<file path="src/rtl/mem_port_arbiter_if.sv">
// Generic memory-port bundle: a requester drives the master side, the port owner answers on the slave side.
interface mem_port_arbiter_if #(
  parameter int ADDR_W = 32,
  parameter int DATA_W = 32
);
  logic [ADDR_W-1:0]   addr;
  logic [DATA_W/8-1:0] rmask;
  logic [DATA_W/8-1:0] wmask;
  logic [DATA_W-1:0]   wdata;
  logic [DATA_W-1:0]   rdata;
  logic                resp;

  modport master (
    output addr, rmask, wmask, wdata,
    input  rdata, resp
  );

  modport slave (
    input  addr, rmask, wmask, wdata,
    output rdata, resp
  );
endinterface

</file>
<file path="src/rtl/mem_port_arbiter.sv">
// Shares one memory port between imem and dmem: one-entry capture buffer per side, one transaction in flight.
// Optional macro ARB_ROUND_ROBIN_EN swaps fixed dmem priority for alternating grants on conflicts.
module mem_port_arbiter #(
  parameter int ADDR_W = 32,
  parameter int DATA_W = 32
) (
  input  logic               clk,
  input  logic               rst,
  mem_port_arbiter_if.slave  imem,
  mem_port_arbiter_if.slave  dmem,
  mem_port_arbiter_if.master mem
);

  localparam int MASK_W = DATA_W / 8;

  localparam logic [1:0] ST_IDLE  = 2'd0;
  localparam logic [1:0] ST_ISSUE = 2'd1;
  localparam logic [1:0] ST_WAIT  = 2'd2;

  localparam logic [1:0] OWN_NONE = 2'd0;
  localparam logic [1:0] OWN_IMEM = 2'd1;
  localparam logic [1:0] OWN_DMEM = 2'd2;

  typedef struct packed {
    logic              vld;
    logic [ADDR_W-1:0] addr;
    logic [MASK_W-1:0] rmask;
    logic [MASK_W-1:0] wmask;
    logic [DATA_W-1:0] wdata;
  } req_t;

  logic [1:0]        state_q, state_d;
  logic [1:0]        owner_q, owner_d;
  req_t              ibuf_q, ibuf_d;
  req_t              dbuf_q, dbuf_d;
  logic [ADDR_W-1:0] mem_addr_q, mem_addr_d;
  logic [DATA_W-1:0] mem_wdata_q, mem_wdata_d;
  logic [DATA_W-1:0] imem_rdata_q, imem_rdata_d;
  logic [DATA_W-1:0] dmem_rdata_q, dmem_rdata_d;

  logic i_pulse, d_pulse;
  logic grant_dmem;
  logic resp_fire;
  logic work_next;
  logic i_busy, d_busy;
  req_t i_new, d_new, sel;

  assign i_pulse = (|imem.rmask) || (|imem.wmask);
  assign d_pulse = (|dmem.rmask) || (|dmem.wmask);

  assign i_new = '{vld: 1'b1, addr: imem.addr, rmask: imem.rmask, wmask: imem.wmask, wdata: imem.wdata};
  assign d_new = '{vld: 1'b1, addr: dmem.addr, rmask: dmem.rmask, wmask: dmem.wmask, wdata: dmem.wdata};

`ifdef ARB_ROUND_ROBIN_EN
  // last_grant_q: 1 = dmem was granted most recently, 0 = imem (reset value).
  logic last_grant_q, last_grant_d;

  always_comb begin
    if (ibuf_q.vld && dbuf_q.vld) begin
      grant_dmem = !last_grant_q;
    end else begin
      grant_dmem = dbuf_q.vld;
    end
  end
`else
  assign grant_dmem = dbuf_q.vld;
`endif

  assign sel       = grant_dmem ? dbuf_q : ibuf_q;
  assign resp_fire = (state_q == ST_WAIT) && mem.resp;
  // A pulse in the same cycle counts as work so the next ISSUE follows without an IDLE bubble.
  assign work_next = ibuf_q.vld || dbuf_q.vld || i_pulse || d_pulse;

  always_comb begin
    state_d      = state_q;
    owner_d      = owner_q;
    ibuf_d       = ibuf_q;
    dbuf_d       = dbuf_q;
    mem_addr_d   = mem_addr_q;
    mem_wdata_d  = mem_wdata_q;
    imem_rdata_d = imem_rdata_q;
    dmem_rdata_d = dmem_rdata_q;
`ifdef ARB_ROUND_ROBIN_EN
    last_grant_d = last_grant_q;
`endif

    case (state_q)
      ST_IDLE: begin
        if (work_next) begin
          state_d = ST_ISSUE;
        end
      end
      ST_ISSUE: begin
        owner_d     = grant_dmem ? OWN_DMEM : OWN_IMEM;
        mem_addr_d  = sel.addr;
        mem_wdata_d = sel.wdata;
        if (grant_dmem) begin
          dbuf_d.vld = 1'b0;
        end else begin
          ibuf_d.vld = 1'b0;
        end
`ifdef ARB_ROUND_ROBIN_EN
        last_grant_d = grant_dmem;
`endif
        state_d = ST_WAIT;
      end
      ST_WAIT: begin
        if (mem.resp) begin
          if (owner_q == OWN_IMEM) begin
            imem_rdata_d = mem.rdata;
          end else begin
            dmem_rdata_d = mem.rdata;
          end
          owner_d = OWN_NONE;
          state_d = work_next ? ST_ISSUE : ST_IDLE;
        end
      end
      default: begin
        state_d = ST_IDLE;
      end
    endcase

    // Captures come last so a pulse on the port being issued overwrites the cleared entry.
    if (i_pulse) begin
      ibuf_d = i_new;
    end
    if (d_pulse) begin
      dbuf_d = d_new;
    end
  end

  always_ff @(posedge clk) begin
    if (rst) begin
      state_q      <= ST_IDLE;
      owner_q      <= OWN_NONE;
      ibuf_q       <= '0;
      dbuf_q       <= '0;
      mem_addr_q   <= '0;
      mem_wdata_q  <= '0;
      imem_rdata_q <= '0;
      dmem_rdata_q <= '0;
    end else begin
      state_q      <= state_d;
      owner_q      <= owner_d;
      ibuf_q       <= ibuf_d;
      dbuf_q       <= dbuf_d;
      mem_addr_q   <= mem_addr_d;
      mem_wdata_q  <= mem_wdata_d;
      imem_rdata_q <= imem_rdata_d;
      dmem_rdata_q <= dmem_rdata_d;
    end
  end

`ifdef ARB_ROUND_ROBIN_EN
  always_ff @(posedge clk) begin
    if (rst) begin
      last_grant_q <= 1'b0;
    end else begin
      last_grant_q <= last_grant_d;
    end
  end
`endif

  assign mem.addr  = (state_q == ST_ISSUE) ? sel.addr  : mem_addr_q;
  assign mem.wdata = (state_q == ST_ISSUE) ? sel.wdata : mem_wdata_q;
  assign mem.rmask = (state_q == ST_ISSUE) ? sel.rmask : '0;
  assign mem.wmask = (state_q == ST_ISSUE) ? sel.wmask : '0;

  assign imem.resp  = resp_fire && (owner_q == OWN_IMEM);
  assign dmem.resp  = resp_fire && (owner_q == OWN_DMEM);
  assign imem.rdata = imem.resp ? mem.rdata : imem_rdata_q;
  assign dmem.rdata = dmem.resp ? mem.rdata : dmem_rdata_q;

  // A port is busy from capture until its response; the response cycle itself accepts a new pulse.
  assign i_busy = ibuf_q.vld
               || ((state_q == ST_ISSUE) && !grant_dmem)
               || ((state_q == ST_WAIT) && (owner_q == OWN_IMEM) && !mem.resp);
  assign d_busy = dbuf_q.vld
               || ((state_q == ST_ISSUE) && grant_dmem)
               || ((state_q == ST_WAIT) && (owner_q == OWN_DMEM) && !mem.resp);

  always @(posedge clk) begin
    if (!rst) begin
      assert (!((|dmem.rmask) && (|dmem.wmask)));
      assert (!(i_pulse && i_busy));
      assert (!(d_pulse && d_busy));
      assert ((state_q != ST_ISSUE) || sel.vld);
    end
  end

endmodule

</file>
<file path="src/flat_wrapper.sv">
// flat-port wrapper written by rule: the top's interface ports become plain ports
module mem_port_arbiter_flat 
#(
  parameter int ADDR_W = 32,
  parameter int DATA_W = 32
)
  (clk, rst, imem_addr, imem_rmask, imem_wmask, imem_wdata, imem_rdata, imem_resp, dmem_addr, dmem_rmask, dmem_wmask, dmem_wdata, dmem_rdata, dmem_resp, mem_addr, mem_rmask, mem_wmask, mem_wdata, mem_rdata, mem_resp);
  mem_port_arbiter_if #(.ADDR_W(ADDR_W), .DATA_W(DATA_W)) imem_i ();
  mem_port_arbiter_if #(.ADDR_W(ADDR_W), .DATA_W(DATA_W)) dmem_i ();
  mem_port_arbiter_if #(.ADDR_W(ADDR_W), .DATA_W(DATA_W)) mem_i ();
  input  logic clk;
  input  logic rst;
  input wire logic [$bits(imem_i.addr)-1:0] imem_addr;
  input wire logic [$bits(imem_i.rmask)-1:0] imem_rmask;
  input wire logic [$bits(imem_i.wmask)-1:0] imem_wmask;
  input wire logic [$bits(imem_i.wdata)-1:0] imem_wdata;
  output wire logic [$bits(imem_i.rdata)-1:0] imem_rdata;
  output wire logic [$bits(imem_i.resp)-1:0] imem_resp;
  input wire logic [$bits(dmem_i.addr)-1:0] dmem_addr;
  input wire logic [$bits(dmem_i.rmask)-1:0] dmem_rmask;
  input wire logic [$bits(dmem_i.wmask)-1:0] dmem_wmask;
  input wire logic [$bits(dmem_i.wdata)-1:0] dmem_wdata;
  output wire logic [$bits(dmem_i.rdata)-1:0] dmem_rdata;
  output wire logic [$bits(dmem_i.resp)-1:0] dmem_resp;
  output wire logic [$bits(mem_i.addr)-1:0] mem_addr;
  output wire logic [$bits(mem_i.rmask)-1:0] mem_rmask;
  output wire logic [$bits(mem_i.wmask)-1:0] mem_wmask;
  output wire logic [$bits(mem_i.wdata)-1:0] mem_wdata;
  input wire logic [$bits(mem_i.rdata)-1:0] mem_rdata;
  input wire logic [$bits(mem_i.resp)-1:0] mem_resp;
  assign imem_i.addr = imem_addr;
  assign imem_i.rmask = imem_rmask;
  assign imem_i.wmask = imem_wmask;
  assign imem_i.wdata = imem_wdata;
  assign imem_rdata = imem_i.rdata;
  assign imem_resp = imem_i.resp;
  assign dmem_i.addr = dmem_addr;
  assign dmem_i.rmask = dmem_rmask;
  assign dmem_i.wmask = dmem_wmask;
  assign dmem_i.wdata = dmem_wdata;
  assign dmem_rdata = dmem_i.rdata;
  assign dmem_resp = dmem_i.resp;
  assign mem_addr = mem_i.addr;
  assign mem_rmask = mem_i.rmask;
  assign mem_wmask = mem_i.wmask;
  assign mem_wdata = mem_i.wdata;
  assign mem_i.rdata = mem_rdata;
  assign mem_i.resp = mem_resp;
  mem_port_arbiter #(.ADDR_W(ADDR_W), .DATA_W(DATA_W)) u_core (.clk(clk), .rst(rst), .imem(imem_i), .dmem(dmem_i), .mem(mem_i));
endmodule
</file>
<file path="config.mk">
export PLATFORM = sky130hd
export DESIGN_NAME = mem_port_arbiter_flat
export DESIGN_NICKNAME = d
export VERILOG_FILES = /design/src/rtl/mem_port_arbiter_if.sv /design/src/rtl/mem_port_arbiter.sv /design/src/flat_wrapper.sv
export SDC_FILE = /design/constraint.sdc
export NUM_CORES = 1
export LEC_CHECK = 0
export CAP_MARGIN = 30
export CORE_MARGIN = 2
export CORE_UTILIZATION = 54
export CTS_BUF_LIST = sky130_fd_sc_hd__clkbuf_4
export CTS_CLUSTER_DIAMETER = 80
export DETAILED_ROUTE_END_ITERATION = 6
export PLACE_DENSITY = 0.95
export SLEW_MARGIN = 40
export SYNTH_ARGS = -nofsm -noshare
export SYNTH_HDL_FRONTEND = slang
export SYNTH_SLANG_ARGS = --single-unit
</file>
<file path="constraint.sdc">
create_clock -name clk -period 3.9 [get_ports clk]
set_clock_uncertainty 0.1 [all_clocks]
set_input_delay 0.78 -clock clk [delete_from_list [all_inputs] [get_ports clk]]
set_output_delay 0.78 -clock clk [all_outputs]
set_load 0.02 [all_outputs]
</file>
==> flow_metrics.tcl <==
set metrics [dict create \
    grt.busiest_layer "met2" \
    clock-sinks 278 \
    syn_inst 1462 \
    cts_tree "yes" \
    vdd_drop_max_mv 0.295 \
    cts_hold_buf 0 \
    dp.cells 1949 \
    endpoint_kind "output port" \
    critPathArrivalTime_ns 2.87 \
    path_common_cell "clkdlybuf4s50_1" \
    reg2regPathDepth 4 \
    yosys_warnings 0 \
    design_area_um2 16000 \
    dr.pass1.iters 6 \
    cap_violations 0 \
    critPathMaxStageDelay_ns 0.57 \
    holdPathEnd "u_core.mem_wdata_q[2]" \
    clock_latency_ns 0.66 \
    drive_gt1_share_pct 13.0 \
    fin_tns_setup_ns 0 \
    grt_pass1_wl_um 61500 \
    avgRoutedWirePerCell_um 19.0 \
    stdcell_count 2071 \
    clk_path_buf_depth 3 \
    fmax_ghz 0.267 \
    overflow 0 \
    postSynthAreaPerCell_um2 8.10 \
    fin_util_pct 73.8 \
    drt.antenna.violating_nets 0 \
    worstReg2RegEnd "u_core.dmem_rdata_q[7]" \
    rsz0062_at_grt "false" \
    fin_hold_ws_ns 0.360 \
    hp-start "u_core.mem_wdata_q[2]" \
    die_x_um 152 \
    final_nets 1921 \
    htreeDepth 3 \
    setup_violations 0 \
    num_io_pins 317 \
    dp_hpwl_um 25200 \
    dp_slack_ns 0.147 \
    cellLeakagePower_nw 6.21 \
    crit_path_max_fanout 33 \
    period_minus_slack_ns 3.75 \
    core_area_um2 21700 \
    yosysSeqAreaShare_pct 47.0 \
    grt_usage_pct 32.1 \
    path_clk_slew_ns 0.06 \
    netlist_area_um2 11800 \
    ys_seq_elements 278 \
    finalPower_mw 6.30 \
    port-buffer-count 316 \
    path_cells "clkdlybuf4s50_1, nand3b_4, nor3b_4, buf_12, mux2_1, clkdlybuf4s50_1" \
    r2r_setup_slack_ns 2.14 \
    p_int_mw 4.56 \
    die_h_um 152 \
    critPathLaunchType "input port" \
    synth.distinct_cells 26 \
    design.die.area_um2 23100 \
    setup_ws_ns 0.149 \
    grt_use_met3_pct 8.56 \
    switching_power_mw 1.74 \
    met2_usage_pct 54.2 \
    crit_slowest_cell "clkdlybuf4s50_1" \
    switching_share_pct 27.7 \
    grt_max_degree 108 \
    p_per_area_nw_per_um2 394 \
    vias 12500 \
    hold_depth 2 \
    status "finished, final reports clean" \
    antenna_found_initial 5 \
    seqPwrFrac_pct 48.1 \
    grt_use_met1_pct 36.7 \
    grt_pass1_vias 12200 \
    finalHoldViolations 0 \
    area_growth_pct 35.2 \
    initialDrtViolationCount 1150 \
    start_util_pct 54.6 \
    cts_root_buf "clkbuf_4" \
    critical_path_class "in -> out" \
    maxSlewViolCount 0 \
    drc 0 \
    cts_buffers 71 \
    hold_class "reg -> reg" \
    wirelength_um 39400 \
    fp-row-count 54 \
    worst_pin_slew_ns 0.730 \
    period_share_pct 96.2 \
    viasPerCell 6.04 \
    p_clk_share_pct 36.5 \
    place_congestion 0.914 \
    cp.required_ns 3.02 \
    p_comb_share_pct 15.4 \
    place_area_um2 15200 \
    synth_nets 1641 \
    relSlewSlack_pct 51.3 \
    regToRegStartpoint "u_core.owner_q[0]" \
]
==> routing by layer <==
layer  wire (um)  vias to the layer above
li1            -                     5730
met1       14300                     5829
met2       19100                      809
met3        4080                      143
met4        1960                        2
met5          10                        -
==> cells by family (layout without fill, tap and decap cells) <==
kind of cell	count (synthesis)	after routing	share of synthesized area, %
AOI/OAI and AO/OA	472	472	20.3
and+or+nand+nor	466	466	17.9
DFF	278	278	47.0
buffers and inverters	142	467	5.03
muxes	104	104	9.81
other	0	4	0
==> worst max-delay path: cells and delay by family <==
kind	cells	cell delay, ns
and+or+nand+nor	2	0.34
muxes	1	0.37
buffers and inverters	3	1.34
==> cell usage in the layout, fill, tap and decap left out, drive strengths merged, types with 2 or more instances in the layout <==
master	n
nor2b	3
nor4	5
o21ai	193
mux2	96
buf	33
clkbuf	97
nand2	226
diode	4
nor2	29
clkdlybuf4s50	315
a31oi	17
mux2i	8
nand2b	3
dfxtp	278
or4	4
a2111oi	3
clkinv	19
a21oi	258
nand3	192
inv	2
==> worst max-delay path by stage <==
stage,from,to,slack [ns]
after detailed placement,mem_resp,imem_rdata[31],0.15
after global routing,mem_resp,dmem_rdata[16],0.05
after floorplan,mem_resp,dmem_rdata[22],1.12
after global placement,mem_resp,imem_rdata[24],0.21
after CTS,mem_resp,imem_rdata[3],0.15
final,mem_resp,dmem_rdata[20],0.15
==> area by class of cell <==
cell class / instances / area (um2)
diodes: 4 / 10.0
clock buffers: 96 / 721
clock inverters: 22 / 92.6
fillers: 1471 / 5690
multi-input cells: 1042 / 5730
flip-flops and latches: 278 / 5570
well taps: 280 / 350
repair buffers: 349 / 3530
==> timing repair <==
action                                 in CTS  in global routing
endpoints found under the hold margin       0                  0
setup buffers                               0                  0
setup endpoints to repair                   0                  5
gates resized for setup                     0                  1
==> synthesized netlist by cell type <==
cell	instances	area, um2
clkbuf_1	99	372
nand2b_1	3	18.8
nand3b_4	1	20.0
a21oi_1	258	1290
nor2b_1	3	18.8
or3b_2	1	8.76
nand3_1	192	961
nor4_4	2	42.5
buf_6	4	45.0
nor3b_4	1	18.8
o21ai_0	193	966
mux2_2	78	878
a31oi_1	17	106
nor4_2	2	25.0
mux2i_1	8	80.1
nand2_1	226	848
buf_1	13	48.8
buf_2	26	130
dfxtp_1	278	5570
a21boi_0	1	7.51
nor2_1	29	109
or4_1	4	30.0
nor4_1	1	6.26
and3b_1	1	8.76
mux2_1	18	203
a2111oi_0	3	26.3
==> power by group through the flow <==
| stage | logic (mW) | clock network, mW | registers [mW] |
|---|---|---|---|
| finish | 0.970 | 2.30 | 3.03 |
| global route | 1.03 | 2.50 | 3.04 |
| CTS | 0.959 | 2.33 | 3.03 |
| detailed placement | 0.949 | 0 | 3.09 |
| global placement | 0.933 | 0 | 3.08 |
| floorplan | 0.484 | 0 | 3.07 |
==> registers in the layout, summed over array words and instances, names as in the netlist <==
name / count
u_core.mem_addr_q: 32
u_core.imem_rdata_q: 32
u_core.dmem_rdata_q: 32
u_core.ibuf_q: 73
u_core.state_q: 2
u_core.grant_dmem: 1
u_core.dbuf_q: 72
u_core.owner_q: 2
u_core.mem_wdata_q: 32
(Power assumes the default switching activity.)
